[src/rtl/aes_key_pkg.sv]
// Shared constants, FSM state type and GF(2^8) helper for the AES-128 key expander.
package aes_key_pkg;
  localparam int NK = 4;
  localparam int NR = 10;
  localparam int NW = NK * (NR + 1);
  localparam logic [7:0] RCON_INIT = 8'h01;

  typedef enum logic [2:0] {
    ST_IDLE,
    ST_LOAD,
    ST_SUB0,
    ST_SUB1,
    ST_SUB2,
    ST_PLAIN,
    ST_DONE
  } state_e;

  // Multiply by x in GF(2^8) modulo x^8+x^4+x^3+x+1.
  function automatic logic [7:0] xtime(input logic [7:0] b);
    return {b[6:0], 1'b0} ^ (b[7] ? 8'h1B : 8'h00);
  endfunction
endpackage

[src/rtl/aes_rcon_gen.sv]
// Round-constant register: loads 0x01 at key acceptance and steps by xtime once per round.
module aes_rcon_gen
  import aes_key_pkg::*;
(
  input  logic       clock,
  input  logic       reset_n,
  input  logic       load_i,
  input  logic       step_i,
  output logic [7:0] rcon_o
);
  logic [7:0] rcon_q, rcon_d;

  always_comb begin
    rcon_d = rcon_q;
    if (load_i)      rcon_d = RCON_INIT;
    else if (step_i) rcon_d = xtime(rcon_q);
  end

  always_ff @(posedge clock or negedge reset_n) begin
    if (!reset_n) rcon_q <= '0;
    else          rcon_q <= rcon_d;
  end

  assign rcon_o = rcon_q;
endmodule

[src/rtl/aes128_key_expander.sv]
// AES-128 key schedule sequencer: streams w0..w43 into the round-key store, using an
// external two-port registered S-box ROM for SubWord.
module aes128_key_expander
  import aes_key_pkg::*;
#(
  parameter int RK_ADDR_BITS = 6,
  parameter int RK_BASE      = 0
) (
  input  logic                    clock,
  input  logic                    reset_n,
  input  logic                    start,
  input  logic [127:0]            key_in,
  output logic                    busy,
  output logic                    done,
  output logic                    sbox_enA,
  output logic [7:0]              sbox_addrA,
  input  logic [7:0]              sbox_dataA,
  output logic                    sbox_enB,
  output logic [7:0]              sbox_addrB,
  input  logic [7:0]              sbox_dataB,
  output logic                    rk_we,
  output logic [RK_ADDR_BITS-1:0] rk_addr,
  output logic [31:0]             rk_data
);
  localparam logic [5:0] LAST_IDX = 6'(NW - 1);

  state_e            state_q, state_d;
  logic [3:0][31:0]  win_q, win_d;
  logic [5:0]        idx_q, idx_d;
  logic [15:0]       sub_hi_q, sub_hi_d;
  logic [7:0]        rcon;
  logic [31:0]       rot;
  logic [31:0]       word;
  logic              accept;
  logic              wr;

  assign accept = (state_q == ST_IDLE) && start;
  assign rot    = {win_q[3][23:0], win_q[3][31:24]};
  assign wr     = (state_q == ST_LOAD) || (state_q == ST_SUB2) || (state_q == ST_PLAIN);

  aes_rcon_gen u_rcon (
    .clock   (clock),
    .reset_n (reset_n),
    .load_i  (accept),
    .step_i  (state_q == ST_SUB2),
    .rcon_o  (rcon)
  );

  // Key words are emitted by rotating the window, so after LOAD it again holds w0..w3.
  always_comb begin
    word = '0;
    unique case (state_q)
      ST_LOAD:  word = win_q[0];
      ST_SUB2:  word = win_q[0] ^ {sub_hi_q, sbox_dataA, sbox_dataB} ^ {rcon, 24'h0};
      ST_PLAIN: word = win_q[0] ^ win_q[3];
      default:  word = '0;
    endcase
  end

  always_comb begin
    state_d = state_q;
    unique case (state_q)
      ST_IDLE:  if (start) state_d = ST_LOAD;
      ST_LOAD:  if (idx_q[1:0] == 2'd3) state_d = ST_SUB0;
      ST_SUB0:  state_d = ST_SUB1;
      ST_SUB1:  state_d = ST_SUB2;
      ST_SUB2:  state_d = ST_PLAIN;
      ST_PLAIN: begin
        if (idx_q == LAST_IDX)        state_d = ST_DONE;
        else if (idx_q[1:0] == 2'd3)  state_d = ST_SUB0;
      end
      ST_DONE:  state_d = ST_IDLE;
      default:  state_d = ST_IDLE;
    endcase
  end

  always_comb begin
    win_d    = win_q;
    idx_d    = idx_q;
    sub_hi_d = sub_hi_q;
    if (accept) begin
      win_d = {key_in[31:0], key_in[63:32], key_in[95:64], key_in[127:96]};
      idx_d = '0;
    end else if (wr) begin
      win_d = {word, win_q[3], win_q[2], win_q[1]};
      idx_d = idx_q + 6'd1;
    end
    if (state_q == ST_SUB1) sub_hi_d = {sbox_dataA, sbox_dataB};
  end

  always_ff @(posedge clock or negedge reset_n) begin
    if (!reset_n) begin
      state_q  <= ST_IDLE;
      win_q    <= '0;
      idx_q    <= '0;
      sub_hi_q <= '0;
    end else begin
      state_q  <= state_d;
      win_q    <= win_d;
      idx_q    <= idx_d;
      sub_hi_q <= sub_hi_d;
    end
  end

  // SUB0 looks up the upper half of RotWord, SUB1 the lower half.
  always_comb begin
    sbox_enA   = 1'b0;
    sbox_enB   = 1'b0;
    sbox_addrA = '0;
    sbox_addrB = '0;
    if (state_q == ST_SUB0) begin
      sbox_enA   = 1'b1;
      sbox_enB   = 1'b1;
      sbox_addrA = rot[31:24];
      sbox_addrB = rot[23:16];
    end else if (state_q == ST_SUB1) begin
      sbox_enA   = 1'b1;
      sbox_enB   = 1'b1;
      sbox_addrA = rot[15:8];
      sbox_addrB = rot[7:0];
    end
  end

  assign busy    = (state_q != ST_IDLE);
  assign done    = (state_q == ST_DONE);
  assign rk_we   = wr;
  assign rk_data = word;
  assign rk_addr = wr ? (RK_ADDR_BITS'(RK_BASE) + RK_ADDR_BITS'(idx_q)) : '0;
endmodule
[config.mk]
export PLATFORM = sky130hd
export DESIGN_NAME = aes128_key_expander
export DESIGN_NICKNAME = d
export VERILOG_FILES = /design/src/rtl/aes_key_pkg.sv /design/src/rtl/aes_rcon_gen.sv /design/src/rtl/aes128_key_expander.sv
export SDC_FILE = /design/constraint.sdc
export NUM_CORES = 1
export LEC_CHECK = 0
export ABC_AREA = 0
export ABC_CLOCK_PERIOD_IN_PS = 3700
export CORE_MARGIN = 2
export CORE_UTILIZATION = 39
export DETAILED_ROUTE_END_ITERATION = 10
export PLACE_DENSITY_LB_ADDON = 0.25
export SYNTH_ARGS = -nofsm -noshare
export SYNTH_HDL_FRONTEND = slang
export SYNTH_SLANG_ARGS = --single-unit
[constraint.sdc]
create_clock -name clock -period 3.7 [get_ports clock]
set_input_delay 0.74 -clock clock [delete_from_list [all_inputs] [get_ports clock]]
set_output_delay 0.74 -clock clock [all_outputs]
set_load 0.01 [all_outputs]
==> results of run 1 <==
worst max-delay path, cell delays in order, from the launching register on:
cell	delay, ps
dfrtp_2	490
and2_1	420
buf_4	300
nand3b_1	90
a31oi_1	220
clkdlybuf4s50_1	630
layout by cell type, fill, tap and decap left out, drive strengths merged, types with 7 or more instances in the layout:
master         instances
a221o                 32
a22oi                 96
a31oi                 24
and2                   7
buf                   21
clkbuf                18
clkdlybuf4s50        204
dfrtp                161
inv                    7
mux2                  16
mux2i                 16
nand2                257
nand3                 25
nand3b                25
nor2                  27
o22ai                  9
xnor2                 12
xor2                  44
kinds of logic after synthesis:
kind of cell | count (synthesis) | share of synthesized area, %
AND/OR/NAND/NOR | 351 | 18.8
AO/OA/AOI/OAI | 173 | 16.6
buffers and inverters | 69 | 4.07
multiplexers | 32 | 4.23
flip-flops | 161 | 50.1
adder cells (fa/ha/maj) | 1 | 0.155
XOR/XNOR | 56 | 6.09
report_power, final:
| group | internal [W] | leakage [nW] | switching, W |
|---|---|---|---|
| clock | 0.00102 | 0.289 | 0.000768 |
| combinational | 0.00241 | 2.49 | 0.00266 |
| sequential | 0.00265 | 1.99 | 0.000867 |
| total | 0.00608 | 4.76 | 0.00429 |
sequential cells by signal, indices dropped and copies added (netlist names):
signal and count:
win_q 96, rot 32, sub_hi_q 16, u_rcon.rcon_o 8
idx_q 6, state_q 3
layer usage:
layer,global-route usage [%],share of wire (%),wire length [um]
met2,35.7,46,11500
met4,8.08,2.4,614
met3,6.17,7.3,1850
met1,32.7,44,11200
met5,0,0.052,13
through the flow:
stage / utilization [%] / std cells / hold WS [ps]
after CTS: 54.0 / 1303 / 248
after global placement: 51.1 / 1271 / 457
final: 54.0 / 1304 / 242
after detailed placement: 51.1 / 1271 / 463
after global routing: 54.0 / 1304 / 262
after floorplan: - / 843 / 444
final timing paths:
check	start	cells after the start	slack (ps)	to
min in group clock	win_q[55]	2	480	win_q[55]
max reg2reg	state_q[1]	5	1320	rot[6]
min reg2reg	win_q[55]	2	480	win_q[55]
max	state_q[0]	5	360	rk_data[12]
max in group asynchronous	reset_n	2	2620	rot[11]
min	reset_n	1	240	idx_q[3]
final cells by class:
type                            instances  area (um2)  share of cell area, %
Timing Repair Buffer                  225        2240                   20.5
Sequential cell                       161        4030                   36.9
Clock inverter                         14         154                   1.41
Tap cell                              270         338                   3.09
Clock buffer                           18         439                   4.02
Multi-Input combinational cell        613        3710                   34.0
Inverter                                2        7.51                 0.0687
Antenna cell                            1        2.50                 0.0229
==> metrics.txt, run 1 <==
Max rail drop VDD=372 uV; HPWL after DPL=17,200 um; Area after DPL=0.0103 mm2; max cap viols=0; first-pass GRT wire length=39,600 um; CP Max Fanout=13; Starting Density=39.8%; Avg WL per Cell=19.3 um; Yosys warnings=0; Synth Instances=843; CP Class=reg -> out; unrepaired setup endpoints after global routing=no; Via density=5.43; # hold bufs at CTS=0; vias in the first global route=6,995; # rows=52; CP endpoint kind=output port; sequential area share after synthesis=50.1%; syn_area_per_cell=9.55 um2; synth top area cells=dfrtp_1 (50%), nand2_1 (12%), a22oi_1 (9.0%); Clk pin slew, worst setup/hold paths=70 ps; Post-Route WL=25,200 um; fin nets=1,168; GPL Wtd Cong=0.821; drt pass-1 iters=5; Clock Sinks=161; worst skew pair latency=430 ps; postcts setup bufs=0; Buffers on Ports=205; die area=0.0218 mm2; Root Buffer=clkbuf_16; CTS tree=done; Net Count, Synth=991; cts bufs inserted=17; slack of the critical path=364 ps; asr flop ratio synth=100%; outcome=finished, final reports clean; Static Leakage=4.76 nW; actual slew at the worst max-slew pin=691 ps; count leader, synth=nand2_1; clk_skew=14.9 ps; fillers=1,865; worst rel slew slack=54.0%; CTS H-tree depth=4; Area Growth Syn to Fin=35.8%; DR DRC count=0; final setup violating endpoints=0; Post-synth EDFFs=0; period utilisation layout=90.2%; post-route total power=0.0104 W; Pins Over Slew Limit=0; cell accounting for the most synthesized area=dfrtp_1; die width=148 um; Final ANT Viol Nets=0; CTS resizes=0; Most used DFF post-synth=dfrtp_1; share of layout cells above drive strength 1=7.55%; PwrDens=949 mW/mm2; area fraction of the dominant cell type after synthesis=50.1%; distinct cell type count after synthesis=38; fmax=300 MHz; num ports=206; GRT Total Usage=23.5%; WP data required=2960 ps; Worst Setup Start Kind=flop; Max Buffers Root-to-Sink=2; Core Area=0.0202 mm2; Yosys reg bits=161; WP data arrival=2600 ps; most instantiated cells after synthesis=nand2_1 (256), dfrtp_1 (161), a22oi_1 (96); initial antenna violation count=2; gr ovfl total=0; pre-CTS WS=599 ps; Setup Total Neg Slack=0 ps; via count=7,076; initial drt markers=526; maximum number of pins on one net before global-route repair=136; Die Span Y=148 um; Hold Crit Class=in -> async; Synth Cell Area=0.00805 mm2; Hold Fails Final Rpt=0; Final min period=3340 ps; final instance area=0.0109 mm2
Note: power is estimated with default switching activity, not from simulation.
==> run 2: changes to the inputs <==
Settings changed: SLEW_MARGIN set to 0.
==> results of run 2 <==
The final DEF is identical to that of run 1; final timing and power are the same.
